## config.mk

```make
export PLATFORM = sky130hd
export DESIGN_NAME = button_event
export DESIGN_NICKNAME = d
export VERILOG_FILES = /design/src/rtl/button_event.sv
export SDC_FILE = /design/constraint.sdc
export NUM_CORES = 1
export LEC_CHECK = 0
export BUFFER_PORTS_ARGS = -buffer_cell sky130_fd_sc_hd__buf_2
export CAP_MARGIN = 20
export CORE_AREA = 2 2 84 86
export DETAILED_ROUTE_END_ITERATION = 6
export DIE_AREA = 0 0 86 88
export GPL_TIMING_DRIVEN = 0
export HOLD_SLACK_MARGIN = 0.15
export SYNTH_ARGS = -nofsm -noshare
export SYNTH_HDL_FRONTEND = slang
export SYNTH_SLANG_ARGS = --single-unit
```

## constraint.sdc

```tcl
create_clock -name clk -period 1.8 [get_ports clk]
set_input_delay 0 -clock clk [delete_from_list [all_inputs] [get_ports clk]]
set_output_delay 0 -clock clk [all_outputs]
set_load 0.01 [all_outputs]
```

## src/rtl/button_event.sv

```systemverilog
// Turns a debounced button level into press/release/long_press/repeat pulses.
// Optional auto-repeat is enabled by defining AUTO_REPEAT_EN.
module button_event #(
    parameter int CLK_FREQ      = 50_000_000,
    parameter int LONG_PRESS_MS = 1000,
    parameter int REPEAT_MS     = 200
) (
    input  logic clk,
    input  logic rst,
    input  logic level,
    output logic press,
    output logic release_p,
    output logic long_press,
    output logic repeat_p,
    output logic held
);

    localparam logic [31:0] LONG_CNT = 32'(CLK_FREQ / 1000 * LONG_PRESS_MS);
`ifdef AUTO_REPEAT_EN
    localparam logic [31:0] REP_CNT  = 32'(CLK_FREQ / 1000 * REPEAT_MS);
`endif

    typedef enum logic [1:0] {
        IDLE      = 2'd0,
        PRESSED   = 2'd1,
        LONG_HELD = 2'd2
    } state_t;

    state_t      state_q, state_d;
    logic [31:0] count_q, count_d;
    logic        level_q;
    logic        press_q, press_d;
    logic        release_q, release_d;
    logic        long_q, long_d;
`ifdef AUTO_REPEAT_EN
    logic        repeat_q, repeat_d;
`endif

    always_ff @(posedge clk or posedge rst) begin
        if (rst) begin
            state_q   <= IDLE;
            count_q   <= '0;
            level_q   <= 1'b0;
            press_q   <= 1'b0;
            release_q <= 1'b0;
            long_q    <= 1'b0;
`ifdef AUTO_REPEAT_EN
            repeat_q  <= 1'b0;
`endif
        end else begin
            state_q   <= state_d;
            count_q   <= count_d;
            level_q   <= level;
            press_q   <= press_d;
            release_q <= release_d;
            long_q    <= long_d;
`ifdef AUTO_REPEAT_EN
            repeat_q  <= repeat_d;
`endif
        end
    end

    always_comb begin
        state_d   = state_q;
        count_d   = count_q;
        press_d   = 1'b0;
        release_d = 1'b0;
        long_d    = 1'b0;
`ifdef AUTO_REPEAT_EN
        repeat_d  = 1'b0;
`endif
        case (state_q)
            IDLE: begin
                if (level && !level_q) begin
                    press_d = 1'b1;
                    count_d = '0;
                    state_d = PRESSED;
                end
            end
            PRESSED: begin
                // Release is checked first so it wins over a coincident terminal count.
                if (!level) begin
                    release_d = 1'b1;
                    count_d   = '0;
                    state_d   = IDLE;
                end else if (count_q == LONG_CNT - 32'd1) begin
                    long_d  = 1'b1;
                    count_d = '0;
                    state_d = LONG_HELD;
                end else begin
                    count_d = count_q + 32'd1;
                end
            end
            LONG_HELD: begin
                if (!level) begin
                    release_d = 1'b1;
                    count_d   = '0;
                    state_d   = IDLE;
                end else begin
`ifdef AUTO_REPEAT_EN
                    if (count_q == REP_CNT - 32'd1) begin
                        repeat_d = 1'b1;
                        count_d  = '0;
                    end else begin
                        count_d = count_q + 32'd1;
                    end
`else
                    count_d = '0;
`endif
                end
            end
            default: begin
                count_d = '0;
                state_d = IDLE;
            end
        endcase
    end

    assign press      = press_q;
    assign release_p  = release_q;
    assign long_press = long_q;
    assign held       = level_q;
`ifdef AUTO_REPEAT_EN
    assign repeat_p   = repeat_q;
`else
    assign repeat_p   = 1'b0;
`endif

endmodule

```

# After elaboration in Yosys (flattened, before gate mapping)
# Cells that the tools add are included.
# word_totals
word_cells,34
regBits,38
out_inout_bits,5
# op_classes
n_reduce_logical,5
mux,16
addsub,1
n_eq_ne,6
# ops
op,count
32-bit 2-to-1 mux,3
32-bit case mux with 2 select lines,1
32-bit by 1-bit adder with 32-bit output (second input constant),1
32-bit by 26-bit == test with 1-bit output (second input constant),1
2-bit 2-to-1 mux,4
1-bit 2-to-1 mux,7
2-bit case mux with 3 select lines,1
2-bit inequality test (second input constant),2
3-bit inequality test (second input constant),1
3-bit AND reduction,1
2-bit by 1-bit == test with 1-bit output (second input constant),1
2-bit == test (second input constant),1
2-bit zero test,1
2-bit OR reduction,1
1-bit logical AND,1
1-bit zero test,1

# Logic depth before layout (Yosys ltp)
# Gate-level depths: netlist of the first run.
# logic_depth
word_depth,4
mapped_depth,8
depth_no_buf,6

# Least setup slack after synthesis of the first run
# No wires, ideal clock.
# synth_timing
path_kind,register to register
from,register state_q[0]
to,register count_q[31]
slack_ps,-101
arrival_ps,1800
setup_ps,101
required_ps,1699
path_stages_with_launch,9
cell_sequence,dfrtp_1 inv_1 ha_1 inv_1 o211ai_1 clkbuf_1 clkbuf_1 nor4_1 nor4_1
# synth_between
elab_chain_len,2
# synth_rtl
item,line,rtl
start: declaration,29,"state_t state_q, state_d;"
start signal: assignment,51,state_q <= state_d;
2-bit by 1-bit == test with 1-bit output or 2-bit zero test (tied branches),72,case (state_q)
32-bit case mux with 2 select lines or 2-bit inequality test (tied branches),n/a,
end signal: assignment,52,count_q <= count_d;
end: declaration,30,"logic [31:0] count_q, count_d;"
# Several ways; a longest one is shown, not always the timed one.
# A chain may end at the register's enable or synchronous reset.

# Worst setup path after layout of the first run
# layout_timing
from,register count_q[11]
to,register count_q[23]
# layout_between
elab_chain_len,4
# layout_rtl
item,line,rtl
32-bit by 1-bit adder with 32-bit output or 32-bit by 26-bit == test with 1-bit output (tied branches),"91, 86",
32-bit 2-to-1 mux (*),86,end else if (count_q == LONG_CNT - 32'd1) begin
32-bit 2-to-1 mux (*),82,if (!level) begin
32-bit case mux with 2 select lines (*),72,
# Mark *: on every way between the ends. The rest lies on a longest branch, timed or not.

==> flow_summary_export.csv, run 1 <==
group,metric,value,unit
run_status,outcome,"finished, violations left",
run_status,violations,"setup timing",
synth,syn-mean-instance-area,9.25,um2
synth,synth_compound_area_frac,0.215,
synth,ys_top_cells_by_area,"dfrtp_1, a22oi_1, or4_1",
pwr,switching_power,813,uW
final_layout,final_cells,373,
final_layout,antenna_cells,0,
floorplan,core_area,0.00664,mm2
route,ant_nets,0,
synth,syn_nets,250,
clock_tree,cts_max_path_buffers,2,
timing,max_clock_freq,533,MHz
final_layout,area_delta_synth_final,40.5,%
setup_path,worstPathRequired,2.01,ns
synth,yosysSeqAreaShare,0.423,
synth,synthDistinctLibCells,48,
route,wl_per_cell,20.0,um
timing,hold_viol_final,0,
place,dp_cells,329,
timing,fin_skew,0.0102,ns
pwr,peakVddDrop,259,uV
floorplan,initial_core_util,0.338,
timing,fin_ws,-0.0751,ns
pwr,p_seq_frac,0.395,
global_route,track_usage,0.189,
timing,slew_headroom,0.441,
route,drtIter0Drc,200,
clock_tree,clock_sinks,38,
route,vias_per_cell,6.24,
pwr,p_sw_frac,0.350,
floorplan,num_rows,30,
clock_tree,cts_made_buffers,5,
place,routabilityCongestion,0.856,
synth,synth_xor_area_frac,0.0117,
timing,period_needed,1.88,ns
synth,synth.most_common_cell,"dfrtp_1",
floorplan,die_width,86,um
setup_path,worst_path_max_delay_cell,"or4_1",
synth,yosys_warnings,0,
hold_path,min-delay-path-class,"primary input to async pin",
global_route,antenna_found_initial,0,
flow_run,drv_cap,0,
synth,syn_inst,243,
pwr,p_clk_frac,0.276,
clock_tree,cts_tree,"yes",
floorplan,fp.dieArea,0.00757,mm2
final_layout,fin_nets,299,
global_route,grt_max_degree,39,
synth,synthSimpleGateAreaFrac,0.277,
setup_path,worstPathMaxFanout,7,
floorplan,io_pins,8,
pwr,total_power,2.32,mW
setup_path,critPathKind,"flop to flop",
setup_path,critical_path_buf_inv_count,1,
setup_path,path_cells,"nand3_2, or3_4, buf_6, or4_1, a22oi_1",
clock_tree,clkTransAtPathRegs,0.08,ns
pwr,combPwrFrac,0.329,
route,dr.pass1.iters,4,
place,hpwl,4.12,mm
timing,grt_setup_unrepaired,"yes",
setup_path,worst-path-stages,5,
pwr,p_leak,1.24,nW
setup_path,cp-start-kind,"flop",
synth,ys_ff_latch,38,
timing,tightestPinTransition,0.837,ns
route,drcViolationCount,0,
global_route,grt_pass1_vias,2111,
pwr,intPower,1.51,mW
synth,synth_top_family_by_area,"simple AND/OR/NAND/NOR gates",
synth,ys.flop_type,"dfrtp_1",
pwr,power_density,736,mW/mm2
synth,yosys-top-cells-count,"dfrtp_1, a22oi_1, nand2_1, nand3_1, or4_1",
setup_path,worstRegToRegCells,5,
clock_tree,cts_max_level,2,
synth,async_flop_share,1.00,
setup_path,slowest_delay,0.49,ns
final_layout,n_fill_cell,607,
setup_path,cp.arrival,2.09,ns
setup_path,worstSetupEndpointType,"flop",
timing,fin_crit_sh,1.04,
clock_tree,insertion_delay,0.30,ns
global_route,overflow,0,
final_layout,drive_gt1_frac,0.413,
place,port_buffers,6,
clock_tree,root_buffer,"clkbuf_8",
setup_path,cp_top_family,"simple AND/OR/NAND/NOR gates",
route,num_vias,2326,
synth,yosys.area_share.adder,0.0223,
timing,setup_viol,23,
synth,synth_top_area_share,0.423,
route,finalWirelength,7.46,mm
timing,slew_violations,0,
synth,yosys.area.top_type,"dfrtp_1",
synth,syn_area,0.00225,mm2
floorplan,die_h,88,um
global_route,grt_pass1_wl,11.1,mm
synth,synth_edf_count,0,
synth,muxShareOfSynthArea,0,
## path summary, 6_finish.rpt
path                                                end               startpoint  slack [ns]
worst max-delay path            count_q[23]$_DFFE_PP0P_  count_q[11]$_DFFE_PP0P_       -0.08
worst min-delay path             count_q[3]$_DFFE_PP0P_                      rst        0.41
worst max register to register  count_q[23]$_DFFE_PP0P_  count_q[11]$_DFFE_PP0P_       -0.08
worst min register to register   count_q[1]$_DFFE_PP0P_   count_q[1]$_DFFE_PP0P_        0.57
max in group asynchronous        count_q[8]$_DFFE_PP0P_                      rst        0.81
min in group clk                         held$_DFF_PP0_                    level        0.46
## timing repair
item	4_1_cts	5_1_grt
hold buffers	2	0
pin swaps	14	29
hold endpoints to repair	42	0
setup buffers	23	9
resized for setup	42	65
setup endpoints to repair	33	31
gates cloned	2	1
## stage by stage
stage	instance area [um2]	hold slack, ns	setup slack, ns	util	setup TNS, ns
after floorplan	2250	0.0314	0.00249	-	0
after global placement	2380	0.194	-0.670	0.358	-12.65
after detailed placement	2380	0.197	-0.684	0.358	-12.88
after CTS	2840	0.430	-0.00503	0.427	-0.00921
after global routing	3160	0.472	-0.139	0.476	-2.34
final	3160	0.412	-0.0751	0.476	-0.619
## tightest hold or removal path: stages
cell           delay (ns)
dlygate4sd3_1        0.53
buf_2                0.12
inv_2                0.59
## final cells by class
class                   instances  area (um2)  area share
well taps                      80         100      0.0317
flip-flops and latches         38         960       0.304
plain buffers                  13         115      0.0364
clock inverters                 2        12.5     0.00396
inverters                      11        46.3      0.0147
multi-input cells             180        1490       0.472
clock buffers                   6        82.6      0.0261
repair buffers                 43         353       0.112
## state kept, by name, indices dropped and copies added, names as in the netlist
name	cells
state_q	2
held	1
long_press	1
count_q	32
release_p	1
press	1
## metal layers
layer | global-route usage | share of wire | routed length, um | vias up
met2 | 0.309 | 0.50 | 3740 | 105
met1 | 0.248 | 0.40 | 2960 | 1142
met4 | 0.0750 | 0.034 | 252 | 0
li1 | - | - | - | 1056
met3 | 0.0330 | 0.068 | 508 | 23
met5 | 0 | 0 | 0 | -
## power by group through the flow
stage / logic [mW] / registers [mW] / clock network, mW
floorplan: 0.275 / 0.933 / 0
global placement: 0.402 / 0.933 / 0
detailed placement: 0.411 / 0.935 / 0
CTS: 0.578 / 0.918 / 0.646
global route: 0.817 / 0.923 / 0.680
finish: 0.764 / 0.918 / 0.642
## logic make-up (layout without fill, tap and decap cells)
group           Yosys count  in the layout
compound gates           69             69
xor+xnor                  3              3
fa+ha+maj                 4              4
buf+inv                  25             75
flops                    38             38
other cells               1              1
simple gates            103            103
## placed cells by master (no fill, tap or decap), drive strengths merged, types with 3 or more instances in the layout
master,count
o31ai,12
and2,3
or4,12
and4,5
a21oi,7
nor2,7
nor4b,3
nand2,15
a22oi,19
nor4,11
dfrtp,38
or3,6
buf,46
nor3,3
xnor2,3
nand4b,3
nand3,15
clkbuf,14
ha,4
a31oi,5
nand4,10
inv,11
o21ai,12
(Power assumes the default switching activity.)
==> inputs of run 2 (changes only) <==
--- a/config.mk
+++ b/config.mk
@@ -12,6 +12,7 @@
 export DIE_AREA = 0 0 86 88
 export GPL_TIMING_DRIVEN = 0
 export HOLD_SLACK_MARGIN = 0.15
+export SKIP_CTS_REPAIR_TIMING = 1
 export SYNTH_ARGS = -nofsm -noshare
 export SYNTH_HDL_FRONTEND = slang
 export SYNTH_SLANG_ARGS = --single-unit
==> constraint.sdc (replaced) <==
create_clock -name clk -period 1.6 [get_ports clk]
set_input_delay 0 -clock clk [delete_from_list [all_inputs] [get_ports clk]]
set_output_delay 0 -clock clk [all_outputs]
set_load 0.01 [all_outputs]
==> flow_summary_export.csv, run 2 (synthesis gave the netlist of run 1 again) <==
group,metric,value,unit
route,num_vias,2283,
pwr,power_density,837,mW/mm2
timing,fin_crit_sh,1.18,
setup_path,slowest_delay,0.48,ns
run_status,violations,"setup timing",
floorplan,io_pins,8,
place,dpl_worst_slack,-0.554,ns
global_route,grt_pass1_wl,10.4,mm
timing,fin_skew,0.0140,ns
place,dp_cells,329,
clock_tree,cts_tree,"yes",
clock_tree,clkTransAtPathRegs,0.09,ns
setup_path,cp_top_family,"simple AND/OR/NAND/NOR gates",
global_route,overflow,0,
floorplan,die_width,86,um
clock_tree,cts_max_path_buffers,2,
route,dr.pass1.iters,5,
timing,period_needed,1.88,ns
final_layout,largest_registers,"count_q: 32 flops, state_q: 2 flops",
timing,tns,-6.50,ns
final_layout,most-common-layout-cells,"dfrtp_1, buf_4, a22oi_2, nand2_1, nand3_1",
route,wl_per_cell,19.2,um
setup_path,worstPathMaxFanout,8,
timing,setup_viol,32,
setup_path,cp.arrival,2.11,ns
setup_path,worstPathRequired,1.82,ns
setup_path,worstSetupEndpointType,"flop",
global_route,antenna_found_initial,0,
timing,fin_ws,-0.283,ns
run_status,outcome,"finished, violations left",
route,vias_per_cell,6.15,
flow_run,drv_cap,0,
route,drtIter0Drc,253,
place,port_buffers,6,
route,drcViolationCount,0,
floorplan,die_h,88,um
clock_tree,insertion_delay,0.30,ns
floorplan,core_area,0.00664,mm2
final_layout,fin_area,0.00318,mm2
final_layout,final_util,0.479,
final_layout,area_delta_synth_final,41.5,%
timing,whs,0.137,ns
clock_tree,root_buffer,"clkbuf_8",
setup_path,path_cells,"buf_6, nand4_4, or3_4, buf_6, or4_4, a22oi_2",
global_route,track_usage,0.174,
global_route,grt_max_degree,39,
floorplan,initial_core_util,0.338,
final_layout,fin_nets,297,
floorplan,num_rows,30,
pwr,peakVddDrop,345,uV
timing,slew_headroom,0.436,
timing,hold_viol_final,0,
place,placed_area,0.00247,mm2
timing,grt_setup_unrepaired,"yes",
pwr,total_power,2.66,mW
final_layout,drive_gt1_frac,0.430,
timing,slew_violations,0,
final_layout,regMostFlops,"count_q",
timing,tightestPinTransition,0.845,ns
place,routabilityCongestion,0.793,
clock_tree,cts_max_level,2,
hold_path,min-delay-path-class,"primary input to flop",
place,hpwl,4.17,mm
setup_path,critPathMostFrequentCell,"buf_6",
setup_path,critical_path_buf_inv_count,2,
final_layout,final_cells,371,
setup_path,critPathKind,"flop to flop",
global_route,grt_pass1_vias,1991,
setup_path,worst_path_max_delay_cell,"or4_4",
clock_tree,clock_sinks,38,
final_layout,antenna_cells,0,
floorplan,fp.dieArea,0.00757,mm2
route,finalWirelength,7.12,mm
route,ant_nets,0,
pwr,p_leak,1.23,nW
timing,max_clock_freq,531,MHz
final_layout,largest_register_ffs,32,
setup_path,cp-start-kind,"flop",
final_layout,mostFrequentLayoutCell,"dfrtp_1",
clock_tree,cts_made_buffers,5,
## run 2: path summary, 6_finish.rpt
check | startpoint | to | slack [ns] | cells past startpoint
worst max-delay path | count_q[5]$_DFFE_PP0P_ | count_q[18]$_DFFE_PP0P_ | -0.28 | 6
max in group asynchronous | rst | count_q[12]$_DFFE_PP0P_ | 0.58 | 3
worst max register to register | count_q[5]$_DFFE_PP0P_ | count_q[18]$_DFFE_PP0P_ | -0.28 | 6
min in group asynchronous | rst | count_q[11]$_DFFE_PP0P_ | 0.41 | 3
worst min register to register | count_q[1]$_DFFE_PP0P_ | count_q[1]$_DFFE_PP0P_ | 0.56 | 2
worst min-delay path | level | state_q[1]$_DFFE_PP0P_ | 0.14 | 4
## run 2: layer usage
metal | vias to the layer above | track usage | routed length (um)
met3 | 15 | 0.0207 | 506
met4 | 0 | 0.0606 | 140
met2 | 83 | 0.264 | 3440
met1 | 1129 | 0.258 | 3030
met5 | - | 0 | 0
li1 | 1056 | - | -
## run 2: tightest hold or removal path, delay by kind of cell
kind	cells	cell delay, ns
AND/OR/NAND/NOR	1	0.15
AO/OA/AOI/OAI	2	0.12
buffers and inverters	1	0.11
## run 2: report_power, final
part           internal [mW]  switching (mW)
clock                  0.459           0.363
sequential              1.00          0.0421
combinational          0.292           0.507
## run 2: final cells by class
class / instances / area (um2)
plain buffers: 13 / 118
clock buffers: 5 / 68.8
clock inverters: 3 / 40.0
fillers: 584 / 3460
inverters: 11 / 46.3
multi-input cells: 180 / 1520
flip-flops and latches: 38 / 962
well taps: 80 / 100
repair buffers: 41 / 325
